**config.mk**
```make
export PLATFORM = sky130hd
export DESIGN_NAME = key_debounce_multi
export DESIGN_NICKNAME = d
export VERILOG_FILES = /design/src/rtl/key_debounce_multi_pkg.sv /design/src/rtl/key_debounce_multi_if.sv /design/src/rtl/key_debounce_multi_chan.sv /design/src/rtl/key_debounce_multi.sv
export SDC_FILE = /design/constraint.sdc
export NUM_CORES = 1
export LEC_CHECK = 0
export ABC_AREA = 1
export BUFFER_PORTS_ARGS = -buffer_cell sky130_fd_sc_hd__buf_2
export CAP_MARGIN = 10
export CORE_ASPECT_RATIO = 2
export CORE_MARGIN = 3
export CORE_UTILIZATION = 35
export CTS_CLUSTER_DIAMETER = 60
export DETAILED_ROUTE_END_ITERATION = 6
export GPL_TIMING_DRIVEN = 0
export HOLD_SLACK_MARGIN = 0.03
export PLACE_DENSITY_LB_ADDON = 0.12
export SLEW_MARGIN = 20
export SYNTH_ARGS = -nofsm -noshare
export SYNTH_HDL_FRONTEND = slang
export SYNTH_HIERARCHICAL = 1
export SYNTH_SLANG_ARGS = --single-unit
```
**constraint.sdc**
```tcl
create_clock -name clk -period 2.3 [get_ports clk]
set_clock_uncertainty 0.2 [all_clocks]
set_input_delay 0.115 -clock clk [delete_from_list [all_inputs] [get_ports clk]]
set_output_delay 0.115 -clock clk [all_outputs]
set_load 0.005 [all_outputs]
```
**src/rtl/key_debounce_multi_pkg.sv**
```systemverilog
// key_pkg: shared types and constants for the multi-channel key debouncer.
//   chan_state_e    : per-channel debounce FSM state.
//   f_ms_to_cycles  : clock cycles per 1 ms tick for a given clock frequency.
//   f_bits_for      : safe $clog2 wrapper that never returns 0.
package key_pkg;

  typedef enum logic [2:0] {
    IDLE     = 3'd0,
    PRESS_DB = 3'd1,
    HELD     = 3'd2,
    LONG     = 3'd3,
    REL_DB   = 3'd4
  } chan_state_e;

  function automatic int f_ms_to_cycles(input int clk_hz);
    return clk_hz / 1000;
  endfunction

  // Width needed to hold values 0..max_val, at least one bit.
  function automatic int f_bits_for(input int max_val);
    return (max_val > 1) ? $clog2(max_val + 1) : 1;
  endfunction

endpackage

```
**src/rtl/key_debounce_multi_if.sv**
```systemverilog
// key_debounce_multi_if: connection between the shared front end (synchroniser
// and tick divider) and one debounce channel.
//   tick  : one-cycle 1 ms strobe from the shared divider
//   s     : synchronised key level, active-low
//   level : debounced key level, active-low, idle 1
//   press / rel / lng / rpt : one-cycle event strobes
// Handshake: there is no back-pressure. Each strobe is a single-cycle
// valid-only pulse that the consumer must sample in the cycle it is high;
// the level signal is a plain registered level.
// modport master: the channel side (drives level and strobes).
// modport slave : the front-end side (drives tick and s).
interface key_debounce_multi_if;

  logic tick;
  logic s;
  logic level;
  logic press;
  logic rel;
  logic lng;
  logic rpt;

  modport master (
    input  tick,
    input  s,
    output level,
    output press,
    output rel,
    output lng,
    output rpt
  );

  modport slave (
    output tick,
    output s,
    input  level,
    input  press,
    input  rel,
    input  lng,
    input  rpt
  );

endinterface

```
**src/rtl/key_debounce_multi_chan.sv**
```systemverilog
// key_chan: one debounce channel. A five-state FSM plus a millisecond counter
// turns the synchronised active-low key level into a debounced level and
// press / release / long-press / auto-repeat strobes.
// Ports:
//   clk, rst_n : clock, asynchronous active-low reset
//   bus        : key_debounce_multi_if.master (tick, s in; level, strobes out)
// Counting rule: the counter advances on ticks only, and a threshold fires on
// the tick that finds the counter already at the threshold. Any level change
// clears the counter in that cycle, even if a tick coincides with it.
module key_chan
  import key_pkg::*;
#(
  parameter int p_debounce_ms = 20,
  parameter int p_long_ms     = 1000,
  parameter int p_repeat_ms   = 200
) (
  input  logic                 clk,
  input  logic                 rst_n,
  key_debounce_multi_if.master bus
);

  localparam int c_cnt_w = $clog2(p_long_ms + 1);
  localparam logic [c_cnt_w-1:0] c_db_last   = c_cnt_w'(p_debounce_ms);
  localparam logic [c_cnt_w-1:0] c_long_last = c_cnt_w'(p_long_ms);
  localparam logic [c_cnt_w-1:0] c_rep_last  = c_cnt_w'(p_repeat_ms);

  chan_state_e        state_q, state_d;
  logic [c_cnt_w-1:0] cnt_q, cnt_d;
  logic               level_q, level_d;
  logic               press_q, press_d;
  logic               rel_q, rel_d;
  logic               lng_q, lng_d;
  logic               rpt_q, rpt_d;

  always_comb begin
    state_d = state_q;
    cnt_d   = cnt_q;
    level_d = level_q;
    press_d = 1'b0;
    rel_d   = 1'b0;
    lng_d   = 1'b0;
    rpt_d   = 1'b0;

    unique case (state_q)
      IDLE: begin
        if (!bus.s) begin
          state_d = PRESS_DB;
          cnt_d   = '0;
        end
      end

      PRESS_DB: begin
        if (bus.s) begin
          // Glitch shorter than the debounce window: drop it silently.
          state_d = IDLE;
          cnt_d   = '0;
        end else if (bus.tick) begin
          if (cnt_q == c_db_last) begin
            state_d = HELD;
            cnt_d   = '0;
            press_d = 1'b1;
            level_d = 1'b0;
          end else begin
            cnt_d = cnt_q + 1'b1;
          end
        end
      end

      HELD: begin
        if (bus.s) begin
          state_d = REL_DB;
          cnt_d   = '0;
        end else if (bus.tick) begin
          if (cnt_q == c_long_last) begin
            state_d = LONG;
            cnt_d   = '0;
            lng_d   = 1'b1;
          end else begin
            cnt_d = cnt_q + 1'b1;
          end
        end
      end

      LONG: begin
        if (bus.s) begin
          state_d = REL_DB;
          cnt_d   = '0;
        end else if ((p_repeat_ms > 0) && bus.tick) begin
          if (cnt_q == c_rep_last) begin
            cnt_d = '0;
            rpt_d = 1'b1;
          end else begin
            cnt_d = cnt_q + 1'b1;
          end
        end
      end

      REL_DB: begin
        if (!bus.s) begin
          // Release bounce: the key is still down, long/repeat timing restarts.
          state_d = HELD;
          cnt_d   = '0;
        end else if (bus.tick) begin
          if (cnt_q == c_db_last) begin
            state_d = IDLE;
            cnt_d   = '0;
            rel_d   = 1'b1;
            level_d = 1'b1;
          end else begin
            cnt_d = cnt_q + 1'b1;
          end
        end
      end

      default: begin
        state_d = IDLE;
        cnt_d   = '0;
        level_d = 1'b1;
      end
    endcase
  end

  always_ff @(posedge clk or negedge rst_n) begin
    if (!rst_n) begin
      state_q <= IDLE;
      cnt_q   <= '0;
      level_q <= 1'b1;
      press_q <= 1'b0;
      rel_q   <= 1'b0;
      lng_q   <= 1'b0;
      rpt_q   <= 1'b0;
    end else begin
      state_q <= state_d;
      cnt_q   <= cnt_d;
      level_q <= level_d;
      press_q <= press_d;
      rel_q   <= rel_d;
      lng_q   <= lng_d;
      rpt_q   <= rpt_d;
    end
  end

  assign bus.level = level_q;
  assign bus.press = press_q;
  assign bus.rel   = rel_q;
  assign bus.lng   = lng_q;
  assign bus.rpt   = rpt_q;

endmodule

```
**src/rtl/key_debounce_multi.sv**
```systemverilog
// key_debounce_multi: N-channel push-button debouncer for active-low keys.
// A 2-flop synchroniser per pin and one free-running 1 ms tick divider feed
// p_key_num independent key_chan instances.
// Ports:
//   clk, rstn  : clock, asynchronous active-low reset
//   i_key      : raw key pins (asynchronous, active-low)
//   o_key      : debounced levels, same polarity as i_key, idle all 1s
//   o_key_val  : high whenever any o_press or o_release bit is high
//   o_press, o_release, o_long, o_repeat : one-cycle per-channel strobes
module key_debounce_multi
  import key_pkg::*;
#(
  parameter int p_system_clk  = 100_000_000,
  parameter int p_key_num     = 2,
  parameter int p_debounce_ms = 20,
  parameter int p_long_ms     = 1000,
  parameter int p_repeat_ms   = 200
) (
  input  logic                 clk,
  input  logic                 rstn,
  input  logic [p_key_num-1:0] i_key,
  output logic [p_key_num-1:0] o_key,
  output logic                 o_key_val,
  output logic [p_key_num-1:0] o_press,
  output logic [p_key_num-1:0] o_release,
  output logic [p_key_num-1:0] o_long,
  output logic [p_key_num-1:0] o_repeat
);

  localparam int c_tick_cycles = f_ms_to_cycles(p_system_clk);
  localparam int c_div_w       = f_bits_for(c_tick_cycles - 1);
  localparam logic [c_div_w-1:0] c_div_last = c_div_w'(c_tick_cycles - 1);

  logic [p_key_num-1:0] sync1_q, sync1_d;
  logic [p_key_num-1:0] sync2_q, sync2_d;
  logic [c_div_w-1:0]   div_q, div_d;
  logic                 tick;

  // Synchroniser resets to the idle (released) level so reset never looks
  // like a press.
  always_comb begin
    sync1_d = i_key;
    sync2_d = sync1_q;
  end

  always_ff @(posedge clk or negedge rstn) begin
    if (!rstn) begin
      sync1_q <= '1;
      sync2_q <= '1;
    end else begin
      sync1_q <= sync1_d;
      sync2_q <= sync2_d;
    end
  end

  always_comb begin
    tick  = (div_q == c_div_last);
    div_d = tick ? '0 : div_q + 1'b1;
  end

  always_ff @(posedge clk or negedge rstn) begin
    if (!rstn) begin
      div_q <= '0;
    end else begin
      div_q <= div_d;
    end
  end

  for (genvar g = 0; g < p_key_num; g++) begin : g_chan
    key_debounce_multi_if chan_if ();

    assign chan_if.tick = tick;
    assign chan_if.s    = sync2_q[g];

    key_chan #(
      .p_debounce_ms (p_debounce_ms),
      .p_long_ms     (p_long_ms),
      .p_repeat_ms   (p_repeat_ms)
    ) u_chan (
      .clk   (clk),
      .rst_n (rstn),
      .bus   (chan_if)
    );

    assign o_key[g]     = chan_if.level;
    assign o_press[g]   = chan_if.press;
    assign o_release[g] = chan_if.rel;
    assign o_long[g]    = chan_if.lng;
    assign o_repeat[g]  = chan_if.rpt;
  end

  assign o_key_val = |{o_press, o_release};

endmodule
```
==> metrics.cfg <==
[power_and_ir_drop]
seqPwrFrac_pct=30.1
power.density_nw_per_um2=796
p_leak_nw=2.46
internal_power_mw=2.41
p_sw_mw=1.40
pwr-share-clk_pct=35.6
power.combinational.fraction_pct=34.2
p_sw_share_pct=36.8
peakVddDrop_v=0.000553

[worst_setup_path]
cp-end-kind=flop
arrival_ns=2.27
path_delay_family=simple AND/OR/NAND/NOR gates
critPathMaxFanout=6
cp_data_required_time_ns=2.37
cpPeakStageDelay_ns=0.41
cp_num_buf_inv=4
cp_slowest_cell=dfrtp_1
crit_path_frequent_cell=nand2_1
path_class=flop to flop
crit_chain=inv_1 > nor2_2 > nand2_1 > nor2_1 > nand2_4 > clkinv_8 > inv_8 > nand3_2 > nand2_2 > buf_6 > nor2_4 > nand2_1 > nor2_1 > nand3_1 > nand2_1
startpoint_type=flop

[timing]
setup_viol=0
max-slew-margin-rel_pct=48.9
worst_slew_pin_slew_ns=0.766
finalMaxSlewViolations=0
period_minus_slack_ns=2.20
rsz0062_at_grt=true
finalCritPeriodShare_pct=95.8
max_freq_ghz=0.454
hold_viol=0

[detailed_routing]
wirelength_um=10500
viasPerCell=4.92
drc=0
drtIter0Drc=232
dr.pass1.iters=4
wl_per_cell_um=13.5
ant_nets=0
num_vias=3829

[clock_tree]
clk_pin_slew_worst_paths_ns=0.05
root_buffer=clkbuf_16
cts_tree=built
clock_latency_ns=0.33
cts.path.max_buffers=2
htreeDepth=3
numCtsBuffers=9
clock-sinks=57

[logic_synthesis]
synth_top_cell_area_share_pct=31.9
yosysWarnings=6
synth_fp_nets=599
synth_seq_area_share_pct=35.9
synth_area_leaders=dfrtp_1, nand2_1, nor2_1
synthCells=590
ys_types=31
netlist_area_um2=4000
synth_top_area_cell=dfrtp_1
avgSynthCellArea_um2=6.77
synth-seq-cells=57

[cells_and_area]
nets=643
drive_gt1_share_pct=21.3
final_cells=779
final_area_um2=4790
fillers=1127
diodes=0
syn2layout_area_growth_pct=19.8

[floorplan]
design.core.area_um2=11000
initial_utilization_pct=36.3
io_pins=15
fp.dieW_um=81.6
rows=54
die-area_um2=12800
die-height_um=157

[place]
gp_congestion=0.876
port_buffers=14
hpwl_um=7890
post_dp_cell_area_um2=4240
numPlacedInstances=744

[global_route]
grt_use_total_pct=17.8
grt_max_degree=58
antenna_found_initial=0
grt_pass1_wl_um=17300
grt.overflow.total=0
grt_pass1_vias=3696

[worst_hold_path]
hold_path_class=flop to flop

[status]
status=finished, final reports clean

[job]
cap_violations=0

## cell families after synthesis
kind of cell / count (synthesis) / share of synthesized area [%]
compound gates: 46 / 6.29
xor+xnor: 7 / 1.53
fa+ha+maj: 5 / 1.57
buf+inv: 94 / 11.0
flops: 57 / 35.9
simple gates: 381 / 43.8
## power groups by stage
stage          clock network, mW  registers, mW  logic (mW)
2_1_floorplan                  0           1.15       0.928
3_3_place_gp                   0           1.16        1.21
3_5_place_dp                   0           1.16        1.23
4_1_cts                     1.40           1.15        1.24
5_1_grt                     1.44           1.16        1.46
6_report                    1.36           1.15        1.30
## Yosys cell counts
| master | instances |
|---|---|
| nand2_8 | 2 |
| nor2_1 | 88 |
| nand3_2 | 1 |
| nand4_1 | 15 |
| dfstp_2 | 6 |
| nor2_2 | 7 |
| o21ai_2 | 3 |
| o21ai_1 | 2 |
| nand2_4 | 6 |
| o21ai_0 | 12 |
| nor3_1 | 14 |
| nor2_4 | 6 |
| nand4_2 | 2 |
| nand2_2 | 14 |
| ha_1 | 5 |
| a31oi_1 | 4 |
| o21bai_1 | 2 |
| nand2_1 | 176 |
| buf_1 | 2 |
| xnor2_1 | 3 |
| inv_2 | 9 |
| buf_6 | 4 |
| a21oi_1 | 23 |
| nand3_1 | 48 |
| buf_2 | 4 |
| inv_1 | 61 |
| or2_2 | 2 |
| dfrtp_1 | 51 |
| inv_4 | 2 |
| xor2_1 | 4 |
| buf_4 | 12 |
## worst register-to-register path: stages (launching register included)
cell      delay (ns)
dfrtp_1         0.41
inv_1           0.09
nor2_2          0.15
nand2_1         0.07
nor2_1          0.19
nand2_4         0.12
clkinv_8        0.10
inv_8           0.05
nand3_2         0.07
nand2_2         0.06
buf_6           0.14
nor2_4          0.15
nand2_1         0.08
nor2_1          0.11
nand3_1         0.08
nand2_1         0.07
## metal layers
layer	wire length, um	vias up	track usage [%]
li1	-	1938	-
met1	3930	1784	18.2
met2	5880	77	32.7
met3	268	30	2.63
met4	442	0	10.9
met5	0	-	0
## cells in the final DEF (no fill, tap or decap), drive strengths merged
cell type    count
a21oi           23
a31oi            4
buf             52
bufinv           1
clkbuf          11
clkinv           3
clkinvlp         2
dfrtp           51
dfstp            6
dlygate4sd3      3
ha               5
inv             71
nand2          198
nand3           49
nand4           17
nor2           101
nor3            14
o21ai           17
o21bai           2
or2              2
xnor2            3
xor2             4
## per-stage QoR
step           hold WS, ns  utilization (%)  TNS (ns)  total power [mW]  setup WS [ns]
6_report             0.156             43.5         0              3.81         0.0961
5_1_grt              0.161             43.5    -0.104              4.06        -0.0431
4_1_cts              0.156             41.9         0              3.78        0.00778
3_5_place_dp        0.0211             38.5     -4.84              2.40         -0.322
3_3_place_gp        0.0220             38.5     -4.59              2.38         -0.294
2_1_floorplan       -0.381                -         0              2.08          0.153
## area by class of cell
class	count	area, um^2	share of cell area, %
sequential	57	1430	30.0
multi-input combinational	439	2180	45.5
clock inverter	5	55.1	1.15
inverter	72	303	6.33
buffer	22	164	3.42
timing repair buffer	33	235	4.92
tap	140	175	3.66
clock buffer	11	243	5.07
## final timing paths
path	startpoint	end	depth (start not counted)	slack, ns
max	div_q[7]	g_chan[1].u_chan/cnt_q[7]	15	0.1
min	sync1_q[1]	sync2_q[1]	0	0.16
max reg2reg	div_q[7]	g_chan[1].u_chan/cnt_q[7]	15	0.1
min reg2reg	sync1_q[1]	sync2_q[1]	0	0.16
max in group asynchronous	rstn	g_chan[1].u_chan/state_q[1]	2	1.18
min in group asynchronous	rstn	div_q[12]	2	0.19
## state kept, by name, summed over array words and instances, names as in the netlist
name / cells
g_chan.u_chan/bus.press: 2
div_q: 17
g_chan.u_chan/bus.rpt: 2
g_chan.u_chan/cnt_q: 20
g_chan.u_chan/bus.rel: 2
g_chan.u_chan/state_q: 6
sync1_q: 2
g_chan.u_chan/bus.level: 2
sync2_q: 2
g_chan.u_chan/bus.lng: 2
## repair_timing
item	in CTS	in global routing
hold buffers	3	0
setup endpoints to repair	30	15
resized for setup	7	19
buffers inserted	4	12
endpoints found under the hold margin	53	0
pin swaps	0	13
Note: power is estimated with default switching activity, not from simulation.
